## config.mk

```make
export PLATFORM = sky130hd
export DESIGN_NAME = tracker_read_ctrl
export DESIGN_NICKNAME = d
export VERILOG_FILES = /design/src/rtl/tracker_pkg.sv /design/src/rtl/tracker_range_walker.sv /design/src/rtl/tracker_read_ctrl.sv
export SDC_FILE = /design/constraint.sdc
export NUM_CORES = 1
export LEC_CHECK = 0
export BUFFER_PORTS_ARGS = -buffer_cell sky130_fd_sc_hd__buf_4
export CAP_MARGIN = 5
export CORE_ASPECT_RATIO = 0.9
export CORE_MARGIN = 2
export CORE_UTILIZATION = 36
export CTS_CLUSTER_SIZE = 8
export DETAILED_ROUTE_END_ITERATION = 12
export PLACE_DENSITY = 0.64
export SLEW_MARGIN = 20
export SYNTH_ARGS = -nofsm -noshare
export SYNTH_HDL_FRONTEND = slang
export SYNTH_SLANG_ARGS = --single-unit
```

## constraint.sdc

```tcl
create_clock -name clk -period 2.6 [get_ports clk]
set_clock_uncertainty 0.05 [all_clocks]
set_input_delay 0.26 -clock clk [delete_from_list [all_inputs] [get_ports clk]]
set_output_delay 0.26 -clock clk [all_outputs]
set_load 0.1 [all_outputs]
```

## src/rtl/tracker_pkg.sv

```systemverilog
// Shared types and constants for the packet tracker: stats entries, request flits,
// formatter mux selects and the read-out controller state encoding.
package tracker_pkg;

    localparam int TRACKER_ADDR_W = 10;
    localparam int TRACKER_CNT_W  = TRACKER_ADDR_W + 1;

    typedef struct packed {
        logic [15:0] packet_id;
        logic [31:0] timestamp;
    } tracker_stats_struct;

    localparam int TRACKER_STATS_W = $bits(tracker_stats_struct);

    typedef enum logic [1:0] {
        READ_REQ  = 2'd0,
        META_REQ  = 2'd1,
        READ_RESP = 2'd2,
        META_RESP = 2'd3
    } tracker_req_type;

    typedef struct packed {
        tracker_req_type             req_type;
        logic [TRACKER_ADDR_W-1:0]   start_addr;
        logic [TRACKER_ADDR_W-1:0]   end_addr;
    } tracker_flit;

    localparam int TRACKER_FLIT_W = $bits(tracker_flit);

    typedef enum logic [1:0] {
        FLIT_HDR_1   = 2'd0,
        FLIT_HDR_2   = 2'd1,
        FLIT_TRACKER = 2'd2,
        FLIT_DATA    = 2'd3
    } flit_sel_e;

    typedef enum logic [2:0] {
        IDLE,
        HDR1,
        HDR2,
        TRK,
        RD_ISSUE,
        RD_WAIT,
        DATA
    } tracker_rd_state_e;

    // Inclusive entry count of a circular range; end < start wraps through address 0.
    function automatic logic [TRACKER_CNT_W-1:0] range_count(
        input logic [TRACKER_ADDR_W-1:0] start_addr,
        input logic [TRACKER_ADDR_W-1:0] end_addr
    );
        logic [TRACKER_ADDR_W-1:0] span;
        span = end_addr - start_addr;
        return {1'b0, span} + TRACKER_CNT_W'(1);
    endfunction

endpackage

```

## src/rtl/tracker_range_walker.sv

```systemverilog
// Walks a circular address range: load latches start and entry count, each step
// advances the address (wrapping mod 2^W) and consumes one entry.
module tracker_range_walker
    import tracker_pkg::*;
(
    input  logic                       clk,
    input  logic                       rst_n,
    input  logic                       load,
    input  logic [TRACKER_ADDR_W-1:0]  start_addr,
    input  logic [TRACKER_ADDR_W-1:0]  end_addr,
    input  logic                       step,
    output logic [TRACKER_ADDR_W-1:0]  cur_addr,
    output logic [TRACKER_CNT_W-1:0]   remaining,
    output logic                       last
);

    logic [TRACKER_ADDR_W-1:0] cur_addr_reg;
    logic [TRACKER_CNT_W-1:0]  remaining_reg;

    always_ff @(posedge clk or negedge rst_n) begin
        if (!rst_n) begin
            cur_addr_reg  <= '0;
            remaining_reg <= '0;
        end else if (load) begin
            cur_addr_reg  <= start_addr;
            remaining_reg <= range_count(start_addr, end_addr);
        end else if (step && (remaining_reg != '0)) begin
            cur_addr_reg  <= cur_addr_reg + TRACKER_ADDR_W'(1);
            remaining_reg <= remaining_reg - TRACKER_CNT_W'(1);
        end
    end

    assign cur_addr  = cur_addr_reg;
    assign remaining = remaining_reg;
    assign last      = (remaining_reg == TRACKER_CNT_W'(1));

endmodule

```

## src/rtl/tracker_read_ctrl.sv

```systemverilog
// Host read-out sequencer for the tracker stats RAM: emits HDR_1, HDR_2, TRACKER and
// then one DATA flit per entry, issuing a single RAM read before each DATA flit.
module tracker_read_ctrl
    import tracker_pkg::*;
#(
    parameter int RD_LATENCY = 1
) (
    input  logic                        clk,
    input  logic                        rst_n,
    input  logic                        req_val,
    input  logic [TRACKER_FLIT_W-1:0]   req_flit,
    output logic                        req_rdy,
    input  logic [TRACKER_ADDR_W-1:0]   wr_ptr,
    input  logic                        wr_wrapped,
    output logic                        rd_req_val,
    output logic [TRACKER_ADDR_W-1:0]   rd_req_addr,
    input  logic [TRACKER_STATS_W-1:0]  rd_resp_data,
    output logic                        resp_val,
    output logic [1:0]                  resp_sel,
    output logic [TRACKER_FLIT_W-1:0]   resp_tracker,
    output logic [TRACKER_STATS_W-1:0]  resp_entry,
    output logic                        resp_last,
    input  logic                        resp_rdy
);

    tracker_rd_state_e   state_reg;
    tracker_flit         req_reg;
    logic [1:0]          wait_reg;
    logic                req_rdy_reg;
    logic                rd_req_val_reg;
    logic                resp_val_reg;
    logic                resp_last_reg;
    flit_sel_e           resp_sel_reg;
    tracker_flit         resp_tracker_reg;
    tracker_stats_struct entry_reg;

    tracker_flit                req_in;
    tracker_flit                trk_next;
    logic                       req_fire;
    logic                       req_ok;
    logic                       walk_load;
    logic                       walk_step;
    logic [TRACKER_ADDR_W-1:0]  cur_addr;
    logic [TRACKER_CNT_W-1:0]   remaining;
    logic                       walk_last;

    assign req_in    = tracker_flit'(req_flit);
    assign req_fire  = req_val && req_rdy_reg;
    assign req_ok    = (req_in.req_type == READ_REQ) || (req_in.req_type == META_REQ);
    assign walk_load = req_fire && req_ok && (state_reg == IDLE);
    assign walk_step = (state_reg == DATA) && resp_rdy;

    tracker_range_walker u_walker (
        .clk        (clk),
        .rst_n      (rst_n),
        .load       (walk_load),
        .start_addr (req_in.start_addr),
        .end_addr   (req_in.end_addr),
        .step       (walk_step),
        .cur_addr   (cur_addr),
        .remaining  (remaining),
        .last       (walk_last)
    );

    // META reports the logger's valid window: whole RAM once wrapped, else 0..wr_ptr-1.
    always_comb begin
        trk_next = req_reg;
        if (req_reg.req_type == META_REQ) begin
            trk_next.req_type   = META_RESP;
            trk_next.start_addr = wr_wrapped ? wr_ptr : '0;
            trk_next.end_addr   = wr_ptr - TRACKER_ADDR_W'(1);
        end else begin
            trk_next.req_type   = READ_RESP;
        end
    end

    always_ff @(posedge clk or negedge rst_n) begin
        if (!rst_n) begin
            state_reg        <= IDLE;
            req_reg          <= '0;
            wait_reg         <= '0;
            req_rdy_reg      <= 1'b0;
            rd_req_val_reg   <= 1'b0;
            resp_val_reg     <= 1'b0;
            resp_last_reg    <= 1'b0;
            resp_sel_reg     <= FLIT_HDR_1;
            resp_tracker_reg <= '0;
            entry_reg        <= '0;
        end else begin
            rd_req_val_reg <= 1'b0;
            case (state_reg)
                IDLE: begin
                    req_rdy_reg <= 1'b1;
                    if (req_fire) begin
                        req_reg <= req_in;
                        // Response-type flits arriving as requests are swallowed here.
                        if (req_ok) begin
                            state_reg     <= HDR1;
                            req_rdy_reg   <= 1'b0;
                            resp_val_reg  <= 1'b1;
                            resp_sel_reg  <= FLIT_HDR_1;
                            resp_last_reg <= 1'b0;
                        end
                    end
                end
                HDR1: begin
                    if (resp_rdy) begin
                        state_reg    <= HDR2;
                        resp_sel_reg <= FLIT_HDR_2;
                    end
                end
                HDR2: begin
                    if (resp_rdy) begin
                        state_reg        <= TRK;
                        resp_sel_reg     <= FLIT_TRACKER;
                        resp_tracker_reg <= trk_next;
                        resp_last_reg    <= (req_reg.req_type == META_REQ);
                    end
                end
                TRK: begin
                    if (resp_rdy) begin
                        resp_val_reg  <= 1'b0;
                        resp_last_reg <= 1'b0;
                        if (req_reg.req_type == META_REQ) begin
                            state_reg   <= IDLE;
                            req_rdy_reg <= 1'b1;
                        end else begin
                            state_reg      <= RD_ISSUE;
                            rd_req_val_reg <= 1'b1;
                        end
                    end
                end
                RD_ISSUE: begin
                    state_reg <= RD_WAIT;
                    wait_reg  <= 2'(RD_LATENCY - 1);
                end
                RD_WAIT: begin
                    if (wait_reg == 2'd0) begin
                        state_reg     <= DATA;
                        entry_reg     <= tracker_stats_struct'(rd_resp_data);
                        resp_val_reg  <= 1'b1;
                        resp_sel_reg  <= FLIT_DATA;
                        resp_last_reg <= (remaining == TRACKER_CNT_W'(1));
                    end else begin
                        wait_reg <= wait_reg - 2'd1;
                    end
                end
                DATA: begin
                    if (resp_rdy) begin
                        resp_val_reg  <= 1'b0;
                        resp_last_reg <= 1'b0;
                        if (walk_last) begin
                            state_reg   <= IDLE;
                            req_rdy_reg <= 1'b1;
                        end else begin
                            state_reg      <= RD_ISSUE;
                            rd_req_val_reg <= 1'b1;
                        end
                    end
                end
                default: state_reg <= IDLE;
            endcase
        end
    end

    assign req_rdy      = req_rdy_reg;
    assign rd_req_val   = rd_req_val_reg;
    assign rd_req_addr  = cur_addr;
    assign resp_val     = resp_val_reg;
    assign resp_sel     = resp_sel_reg;
    assign resp_tracker = resp_tracker_reg;
    assign resp_entry   = entry_reg;
    assign resp_last    = resp_last_reg;

endmodule
```

### After elaboration in Yosys (flattened, before gate mapping)

Index checks and enable logic that the tools add are counted.

* input bits: 85
* logic and storage cells: 116
* output and inout port bits: 86
* register bits after elaboration: 124

* reduce and logical (&&, ||, !) cells: 26
* $add $sub $neg: 6
* multiplexer cells: 47
* eq/ne operators: 20

Operator list (number)
* two-way mux 10 bit: 3
* two-way mux 3 bit: 9
* two-way mux 11 bit: 2
* case mux 3 bit (7 select lines): 1
* two-way mux 20 bit: 1
* two-way mux 1 bit: 19
* != test 2 bit (second input constant): 9
* two-way mux 2 bit: 6
* AND reduction 6 bit: 2
* adder 10 x 1 -> 11 bit (second input constant): 1
* == test 11 x 1 -> 1 bit (second input constant): 1
* nonzero test 11 bit: 1
* subtractor 11 x 1 -> 11 bit (second input constant): 1
* adder 10 x 1 -> 10 bit (second input constant): 1
* AND reduction 5 bit: 2
* subtractor 10 x 1 -> 10 bit (second input constant): 1
* subtractor 10 bit: 1
* == test 3 bit (second input constant): 3
* case mux 2 bit (4 select lines): 1
* AND reduction 2 bit: 4
* nonzero test 4 bit: 2
* AND reduction 7 bit: 1
* == test 3 x 2 -> 1 bit (second input constant): 2
* case mux 1 bit (3 select lines): 2
* other kinds (14): 23

### Longest topological paths before layout

Gate-level depths: netlist (run 1).

* depth in word-level cells: 5
* gate-level depth with buffers: 11

### Hierarchy

From an unflattened synthesis (run 1), not the netlist that was laid out.

* cells, all modules: 598
* area total of the unflattened synthesis: 6556.3 sq um

By module, submodules not included
* tracker_read_ctrl: area each 4719.5 sq um, cells each 378, times used 1, sequential area each 2577.5 sq um
* tracker_range_walker: area each 1836.8 sq um, cells each 220, times used 1, sequential area each 525.5 sq um

### Worst setup path after synthesis (run 1)

No wires, ideal clock.

* path type: register -> register
* from: reg req_rdy_reg, in the netlist req_rdy
* to: reg u_walker.remaining_reg[7], in the netlist u_walker.remaining[7]
* arrival time: 2.267 ns
* buffers on the path: 1
* slack: 0.179 ns
* clock period less this slack: 2.421 ns
* library setup time: 0.104 ns
* cell stages (with the launch flop): 7
* cell sequence: dfrtp_1 -> nand2_1 -> nor4_2 -> nor2b_1 -> clkbuf_1 -> nor3_1 -> a221oi_1

* word-level cells in the longest chain between the ends: 4
* elaborated cells on any way between the ends: 5
* classes of those cells: mux (1); reduce/logical (4)

RTL lines
* start, declared: RTL line tracker_read_ctrl.sv:29 `logic req_rdy_reg;`
* start signal, assigned: RTL line tracker_read_ctrl.sv:82 `req_rdy_reg <= 1'b0;`
* start signal, assigned: RTL line tracker_read_ctrl.sv:93 `req_rdy_reg <= 1'b1;`
* start signal, assigned: RTL line tracker_read_ctrl.sv:99 `req_rdy_reg <= 1'b0;`
* logical AND 1 bit *: RTL line tracker_read_ctrl.sv:48 `assign req_fire = req_val && req_rdy_reg;`
* logical AND 1 bit * (2 in a row): RTL line tracker_read_ctrl.sv:50 `assign walk_load = req_fire && req_ok && (state_reg == IDLE);`
* two-way mux 11 bit or nonzero test 2 bit (tied branches)
* end signal, assigned: RTL line tracker_range_walker.sv:26 `remaining_reg <= range_count(start_addr, end_addr);`
* end signal, assigned: RTL line tracker_range_walker.sv:29 `remaining_reg <= remaining_reg - TRACKER_CNT_W'(1);`
* end, declared: RTL line tracker_range_walker.sv:18 `logic [TRACKER_CNT_W-1:0] remaining_reg;`

Mark *: on every way between the ends. The rest lies on a longest branch, timed or not.
A chain may end at the register's enable or synchronous reset.

### Final worst setup path (run 1)

* from: reg u_walker.remaining_reg[0], in the netlist u_walker.remaining[0]
* to: reg u_walker.cur_addr_reg[9], in the netlist u_walker.cur_addr[9]

* word-level cells in the longest chain between the ends: 3

RTL lines
* nonzero test 11 bit: RTL line tracker_range_walker.sv:27 `end else if (step && (remaining_reg != '0)) begin`
* logical AND 1 bit: RTL line tracker_range_walker.sv:27
* nonzero test 2 bit (no source line)
* end signal, assigned: RTL line tracker_range_walker.sv:25 `cur_addr_reg <= start_addr;`
* end signal, assigned: RTL line tracker_range_walker.sv:28 `cur_addr_reg <= cur_addr_reg + TRACKER_ADDR_W'(1);`
* end, declared: RTL line tracker_range_walker.sv:17 `logic [TRACKER_ADDR_W-1:0] cur_addr_reg;`

Every way passes these cells.

==> impl_metrics.csv, run 1 <==
group,metric,value,unit
run_status,status,"finished clean",
yosys,synth_top_family_by_area,"simple AND/OR/NAND/NOR gates",
layout,n_antenna_cell,0,
timing,max_freq,415,MHz
global_routing,antenna_found_initial,0,
die,core_area,0.0167,mm²
timing,hold_viol,0,
yosys,ys_warn_count,0,
global_routing,grt-ovfl-total,0,
clock_tree,cts.sinks,124,
global_routing,track_usage,19.0,%
timing,period_needed,2.41,ns
global_routing,grt_pass1_wl,26500,µm
clock_tree,cts-root-buf,"clkbuf_16",
yosys,ys_types,57,
layout,fillers,1530,
min_path,hp-class,"input port to flip-flop",
min_path,holdPathEnd,"resp_entry[44]",
die,io_pins,171,
min_path,min_path_cells,2,
critical_path,start_kind,"flip-flop",
layout,largest_reg_flops,48,
yosys,synth_top_area_share,50.8,%
drt,num_vias,5040,
yosys,ys_seq_elements,124,
die,die_h,128,µm
layout,seq_area,0.00310,mm²
yosys,synthAdderAreaFrac,3.57,%
global_routing,grt_max_degree,51,
yosys,postSynthCellCount,571,
critical_path,ff2ff_setup_slack,0.19,ns
timing,worst_slew_pin_slew,0.711,ns
critical_path,slowest_delay,0.52,ns
timing,slew_viol_final,0,
die,rows,45,
yosys,synthMuxAreaShare,13.4,%
yosys,synthXorXnorAreaFrac,4.88,%
yosys,async_flop_share,100,%
yosys,ys_top_cells_by_count,"dfrtp_1 (124), mux2_2 (70), nand2_1 (53)",
layout,layout-drive-gt1-share,39.0,%
yosys,ys.flop_type,"dfrtp_1",
job,cap_violations,0,
yosys,synth.most_common_cell,"dfrtp_1",
yosys,yosysTopAreaCell,"dfrtp_1",
placed_design,port_buffers,170,
critical_path,ff2ff_path_depth,9,
drt,postRouteAntennaNets,0,
drt,wl_per_cell,17.5,µm
timing,grt_setup_unrepaired,"false",
drt,drt_wl_total,17000,µm
layout,final_util,49.5,%
timing,min_period_over_period,92.7,%
placed_design,place_congestion,0.920,
critical_path,crit_buf_inv,1,
critical_path,r2r_start,"u_walker.remaining[0]",
layout,final_nets,851,
critical_path,startpoint,"u_walker.remaining[0]",
critical_path,r2r_end,"u_walker.cur_addr[9]",
critical_path,crit_slowest_cell,"or3b_2",
yosys,synth_compound_area_share,10.8,%
yosys,netlist_area,0.00610,mm²
yosys,synth_edf_count,0,
critical_path,path_max_fanout,6,
clock_tree,path_clk_slew,0.06,ns
min_path,hp-start,"rd_resp_data[44]",
clock_tree,ctsLongestPathBuffers,2,
timing,relSlewSlack,52.6,%
die,initial_core_util,36.5,%
clock_tree,clk_latency,0.42,ns
drt,drtPass1Iterations,5,
placed_design,dpl.hpwl,12800,µm
critical_path,cp_top_family,"simple AND/OR/NAND/NOR gates",
yosys,ys_top_cells_by_area,"dfrtp_1 (51%), mux2_2 (13%), nand2_1 (3.3%)",
yosys,yosysSeqAreaShare,50.8,%
drt,via_per_inst,5.19,
yosys,synth-simple-area-share,13.6,%
critical_path,worstSetupPathType,"flip-flop to flip-flop",
layout,syn_to_final_growth,35.6,%
yosys,avgSynthCellArea,10.7,µm²
clock_tree,cts_tree,"yes",
die,die-area,0.0180,mm²
layout,multi_input_area,0.00283,mm²
critical_path,cp.required,2.82,ns
global_routing,grt_pass1_vias,5038,
die,fp.dieW,141,µm
clock_tree,postCtsSetupBuffers,0,
clock_tree,h-tree-depth,4,
critical_path,cp_cell_sequence,"inv_1 > ha_1 > or3b_2 > o41ai_2 > or2_2 > nor2_2 > nand3_1 > xor2_1 > a21oi_1",
timing,setup_viol,0,
drt,post-route-drc-count,0,
yosys,synthesis.nets,672,
critical_path,end_kind,"flip-flop",
critical_path,arrival,2.63,ns
drt,dr.first_iter.drc_count,438,
clock_tree,cts_buffers,17,
[area by class of cell]
| type | count | share of cell area (%) |
|---|---|---|
| clock buffers | 24 | 6.06 |
| inverters | 20 | 0.907 |
| multi-input cells | 401 | 34.2 |
| well taps | 211 | 3.19 |
| clock inverters | 6 | 0.741 |
| flip-flops and latches | 124 | 37.5 |
| repair buffers | 186 | 17.4 |
[how the worst max path moves through the flow]
stage                            endpoint  slack [ns]  cells past startpoint
CTS                  u_walker.cur_addr[9]        0.20                      9
finish               u_walker.cur_addr[9]        0.19                      9
global route        u_walker.remaining[6]        0.10                      9
global placement    u_walker.remaining[9]        0.04                     12
floorplan           u_walker.remaining[7]        0.18                      6
detailed placement  u_walker.remaining[8]       -0.05                     12
[metal layers]
layer | up-vias | part of all wire (%) | GRT usage [%]
met4 | 0 | 2.6 | 7.41
li1 | 2377 | - | -
met2 | 141 | 49 | 29.8
met1 | 2498 | 44 | 25.3
met3 | 24 | 5.0 | 5.10
met5 | - | 0 | 0
[cell usage in the layout, fill, tap and decap left out, drive strengths merged, types with 2 or more instances in the layout]
cell type,Yosys,routed
buf,7,185
dfrtp,124,124
mux2,70,70
nand2,53,53
nor2,51,51
o21ai,28,28
a21oi,25,25
nand3,24,24
clkbuf,19,24
inv,20,20
xor2,18,18
xnor2,16,16
ha,15,15
nor3,13,13
a31oi,11,11
nand2b,6,6
and3,5,5
nor2b,4,4
a21o,4,4
o221ai,4,4
o22ai,4,4
nor4,4,4
clkinv,0,4
or2,3,3
nand3b,3,3
a221o,3,3
or3,3,3
mux2i,3,3
a22o,3,3
o21a,3,3
o31ai,2,2
nand4,2,2
a211oi,2,2
a22oi,2,2
o41ai,2,2
a221oi,2,2
[through the flow]
step / TNS (ns) / area [µm²] / std cells / worst slack [ns] / hold WS [ns]
3_5_place_dp: -0.0989 / 7700 / 941 / -0.0502 / 0.300
4_1_cts: 0 / 8280 / 972 / 0.204 / 0.00685
5_1_grt: 0 / 8280 / 972 / 0.101 / 0.00575
3_3_place_gp: 0 / 7700 / 941 / 0.0391 / 0.286
2_1_floorplan: 0 / 6100 / 571 / 0.179 / -0.0856
6_report: 0 / 8280 / 972 / 0.191 / 0.0162
[what timing repair did]
item                       CTS  global route
resized for setup            0             0
setup endpoints to repair    0             0
hold buffers                 1             0
hold endpoints to repair    48             0
[cells by family (layout without fill, tap and decap cells)]
family                   after synthesis  after routing
AND/OR/NAND/NOR                      176            176
AO/OA/AOI/OAI                        101            101
multiplexers                          73             73
flip-flops                           124            124
buffers and inverters                 46            236
adder cells (fa/ha/maj)               17             17
XOR/XNOR                              34             34
Power of run 1 is left out: the tool's default activity adds up to more than one toggle a clock period on the data nets, which glitch-free logic cannot reach.
==> run 2, diff against run 1 <==
- CORE_UTILIZATION: 36 -> 51
- PLACE_DENSITY: 0.64 -> 0.83
==> run 2 against run 1 <==
Compared with the run above: utilization grew 22 points; hold slack improved by 0.015 ns; cell area grew 0.23%; largest cell class unchanged; non-clock buffer count grew 1; setup slack gained 0.021 ns; final cell count fell by 5.3%; critical path depth is the same; global-route usage up 7.6 points; first-iteration DRC count decreased by 16%; count of clock-buffer cells in the layout is 6 lower; die area down 29%; sequential share of layout area down 0.085 points.
==> impl_metrics.csv, run 2 (synthesis gave the netlist of run 1 again) <==
group,metric,value,unit
critical_path,r2r_start,"u_walker.remaining[0]",
critical_path,ff2ff_setup_slack,0.21,ns
drt,num_vias,5160,
clock_tree,path_clk_slew,0.06,ns
drt,via_per_inst,5.61,
timing,relSlewSlack,42.8,%
critical_path,ff2ff_path_depth,9,
clock_tree,cts_buffers,17,
layout,syn_to_final_growth,35.9,%
clock_tree,postCtsSetupBuffers,0,
clock_tree,cts-root-buf,"clkbuf_16",
critical_path,start_kind,"flip-flop",
timing,max_freq,419,MHz
die,fp.dieW,119,µm
placed_design,dpl.hpwl,12300,µm
drt,drtPass1Iterations,4,
global_routing,grt-ovfl-total,0,
drt,wl_per_cell,18.3,µm
timing,period_needed,2.39,ns
die,die-area,0.0129,mm²
die,initial_core_util,52.7,%
clock_tree,h-tree-depth,4,
critical_path,end_kind,"flip-flop",
placed_design,port_buffers,170,
placed_design,place_congestion,0.917,
die,io_pins,171,
global_routing,grt_pass1_wl,26200,µm
global_routing,grt_max_degree,70,
layout,mostFrequentLayoutCell,"buf_4",
critical_path,worstSetupPathType,"flip-flop to flip-flop",
clock_tree,clk_latency,0.41,ns
layout,final_nets,852,
drt,drt_wl_total,16800,µm
clock_tree,cts.sinks,124,
drt,postRouteAntennaNets,0,
global_routing,grt_pass1_vias,5186,
layout,layout_common_cells,"buf_4 (184), dfrtp_1 (124), mux2_2 (70), nand2_1 (53), nor2_1 (49)",
critical_path,startpoint,"u_walker.remaining[0]",
die,rows,37,
timing,fin_tns_setup,0,ns
job,cap_violations,0,
clock_tree,cts_tree,"yes",
critical_path,cp-endpoint,"u_walker.remaining[6]",
global_routing,track_usage,26.6,%
critical_path,cp.required,2.80,ns
critical_path,arrival,2.59,ns
timing,slew_viol_final,0,
timing,min_period_over_period,91.9,%
timing,setup_viol,0,
die,die_h,108,µm
timing,worst_slew_pin_slew,0.859,ns
min_path,hp-class,"input port to flip-flop",
critical_path,r2r_end,"u_walker.remaining[6]",
clock_tree,ctsLongestPathBuffers,2,
critical_path,path_max_fanout,11,
drt,post-route-drc-count,0,
die,core_area,0.0116,mm²
global_routing,antenna_found_initial,0,
timing,timing.hold.ws,0.0311,ns
layout,layout-drive-gt1-share,39.5,%
run_status,status,"finished clean",
timing,hold_viol,0,
layout,n_antenna_cell,0,
drt,dr.first_iter.drc_count,366,
layout,largest_reg_flops,48,
timing,grt_setup_unrepaired,"false",
==> run 2: changes by cell type in the layout (fill, tap and decap cells not counted), sizes merged <==
cell      previous run  this run
inv                 20        21
clkbuf              24        18
buf                185       186
bufinv               1         5
clkinvlp             1         4
==> run 2: metal layers <==
layer	vias up	part of all wire, %	wire length, µm	GRT usage, %
met3	41	5.9	985	6.51
met4	0	2.6	444	10.9
met5	-	0	0	0
met1	2540	41	6820	32.0
met2	202	51	8560	46.0
li1	2377	-	-	-
==> run 2: layout make-up <==
class | count | area, µm²
Tap cell | 156 | 195
Fill cell | 827 | 3280
Inverter | 20 | 75.1
Clock buffer | 18 | 439
Timing Repair Buffer | 187 | 1430
Sequential cell | 124 | 3100
Multi-Input combinational cell | 401 | 2830
Clock inverter | 14 | 216
==> run 2: stage by stage <==
| step | area, µm² | std cells | setup slack, ns | utilization (%) |
|---|---|---|---|---|
| 2_1_floorplan | 6100 | 571 | 0.179 | - |
| 3_3_place_gp | 7630 | 887 | 0.0744 | 65.9 |
| 4_1_cts | 8290 | 920 | 0.242 | 71.7 |
| 3_5_place_dp | 7630 | 887 | -0.0371 | 65.9 |
| 6_report | 8290 | 920 | 0.211 | 71.7 |
| 5_1_grt | 8290 | 920 | 0.0582 | 71.7 |
==> run 2: how the worst min path moves through the flow <==
stage / endpoint / startpoint / depth (start not counted)
floorplan: rd_req_val / rst_n / 0
global placement: req_reg[1] / rst_n / 1
detailed placement: req_reg[1] / rst_n / 1
CTS: resp_entry[26] / rd_resp_data[26] / 2
global route: resp_entry[6] / rd_resp_data[6] / 2
finish: resp_entry[26] / rd_resp_data[26] / 2
==> run 2: critical path: stages (launching register included) <==
cell and delay, ns:
dfrtp_1 0.45, inv_1 0.08, ha_1 0.20, or3b_2 0.52, o41ai_2 0.29, buf_4 0.24
nor4_1 0.07, xor2_1 0.15, nand2_1 0.08, o21ai_0 0.10
==> run 2: repair_timing <==
action / 4_1_cts / 5_1_grt
hold buffers: 1 / 0
endpoints found under the hold margin: 80 / 0
resized for setup: 0 / 0
Power of run 2 is left out for the same reason.
==> run 3, diff against run 2 <==
- RECOVER_POWER: not set -> 100
==> run 3 against run 2 <==
Compared with the run above: global-route usage unchanged; non-clock buffer count unchanged; critical endpoint is now u_walker.cur_addr[8]; sequential share of layout area up 1.9 points; cell area down 4.9%; wire length up 0.33%; via count up 0.66%; utilization down 3.5 points; largest cell class unchanged.
==> impl_metrics.csv, run 3 (synthesis gave the netlist of run 1 again) <==
group,metric,value,unit
critical_path,end_kind,"flip-flop",
clock_tree,postCtsSetupBuffers,0,
timing,relSlewSlack,17.1,%
drt,postRouteAntennaNets,0,
global_routing,antenna_found_initial,0,
layout,layout_common_cells,"dfrtp_1 (124), clkbuf_1 (93), buf_4 (87), mux2_2 (69), nand2_1 (53)",
global_routing,grt_pass1_wl,26200,µm
clock_tree,cts-root-buf,"clkbuf_16",
clock_tree,cts_tree,"yes",
die,die_h,108,µm
clock_tree,cts_buffers,17,
drt,drt_wl_total,16900,µm
timing,grt_setup_unrepaired,"false",
critical_path,worstSetupPathType,"flip-flop to flip-flop",
placed_design,dpl.hpwl,12300,µm
placed_design,place_congestion,0.917,
layout,final_nets,852,
layout,syn_to_final_growth,29.1,%
layout,mostFrequentLayoutCell,"dfrtp_1",
critical_path,cp.required,2.83,ns
layout,largest_reg_flops,48,
critical_path,path_max_fanout,7,
clock_tree,cts.sinks,124,
drt,dr.first_iter.drc_count,419,
timing,min_period_over_period,93.2,%
die,fp.dieW,119,µm
layout,n_antenna_cell,0,
global_routing,grt_pass1_vias,5186,
drt,via_per_inst,5.65,
clock_tree,ctsLongestPathBuffers,2,
global_routing,grt_max_degree,70,
timing,setup_viol,0,
critical_path,start_kind,"flip-flop",
die,io_pins,171,
die,initial_core_util,52.7,%
timing,hold_viol,0,
placed_design,port_buffers,170,
clock_tree,path_clk_slew,0.06,ns
timing,worst_slew_pin_slew,1.25,ns
layout,final_util,68.1,%
clock_tree,cts_resized,0,
timing,period_needed,2.42,ns
clock_tree,h-tree-depth,4,
die,die-area,0.0129,mm²
timing,max_freq,413,MHz
timing,slew_viol_final,0,
clock_tree,cts_hold_buf,1,
global_routing,grt-ovfl-total,0,
job,cap_violations,0,
clock_tree,clk_latency,0.41,ns
die,core_area,0.0116,mm²
drt,wl_per_cell,18.3,µm
critical_path,arrival,2.65,ns
drt,post-route-drc-count,0,
timing,fin_tns_setup,0,ns
die,rows,37,
drt,drtPass1Iterations,5,
global_routing,track_usage,26.6,%
run_status,status,"finished clean",
layout,layout-drive-gt1-share,26.7,%
drt,num_vias,5194,
min_path,hp-class,"input port to flip-flop",
## run 3: cell types whose count changed in the layout (fill, tap and decap cells not counted), sizes merged
cell,change
buf,-99
clkbuf,+99
## run 3: per-stage QoR
stage                     cells  area [µm²]  hold slack [ns]  setup slack [ns]
after floorplan             571        6100          -0.0856             0.179
after CTS                   920        8290           0.0169             0.242
after detailed placement    887        7630           0.0695           -0.0371
after global placement      887        7630           0.0665            0.0744
after global routing        920        7880           0.0144            0.0526
final                       920        7880           0.0304             0.177
## run 3: final timing paths
check / cells past startpoint / start / end / slack (ns)
worst min-delay path: 2 / rd_resp_data[26] / resp_entry[26] / 0.03
max in group asynchronous: 3 / rst_n / u_walker.remaining[4] / 0.64
worst max register to register: 7 / u_walker.remaining[5] / u_walker.cur_addr[8] / 0.18
worst max-delay path: 7 / u_walker.remaining[5] / u_walker.cur_addr[8] / 0.18
worst min register to register: 1 / resp_tracker[21] / resp_tracker[21] / 0.41
min in group asynchronous: 2 / rst_n / u_walker.cur_addr[8] / 0.37
## run 3: critical path: stages (launching register included)
cell,delay (ns)
dfrtp_1,0.42
or4_1,0.65
nor3_1,0.35
a31oi_2,0.21
clkbuf_1,0.23
nand4_1,0.15
xor2_1,0.15
o21ai_0,0.09
## run 3: layout make-up
cell class	count	area [µm²]
Fill cell	936	3690
Multi-Input combinational cell	401	2810
Sequential cell	124	3100
Inverter	20	75.1
Clock inverter	14	216
Clock buffer	18	439
Timing Repair Buffer	187	1050
Tap cell	156	195
## run 3: routing by layer
metal | share of wire [%] | wire (µm) | track usage, % | up-vias
met5 | 0 | 0 | 0 | -
met4 | 2.6 | 446 | 10.9 | 0
met3 | 6.2 | 1050 | 6.51 | 42
met2 | 51 | 8600 | 46.0 | 208
met1 | 40 | 6760 | 32.0 | 2564
li1 | - | - | - | 2380
Power of run 3 is left out for the same reason.
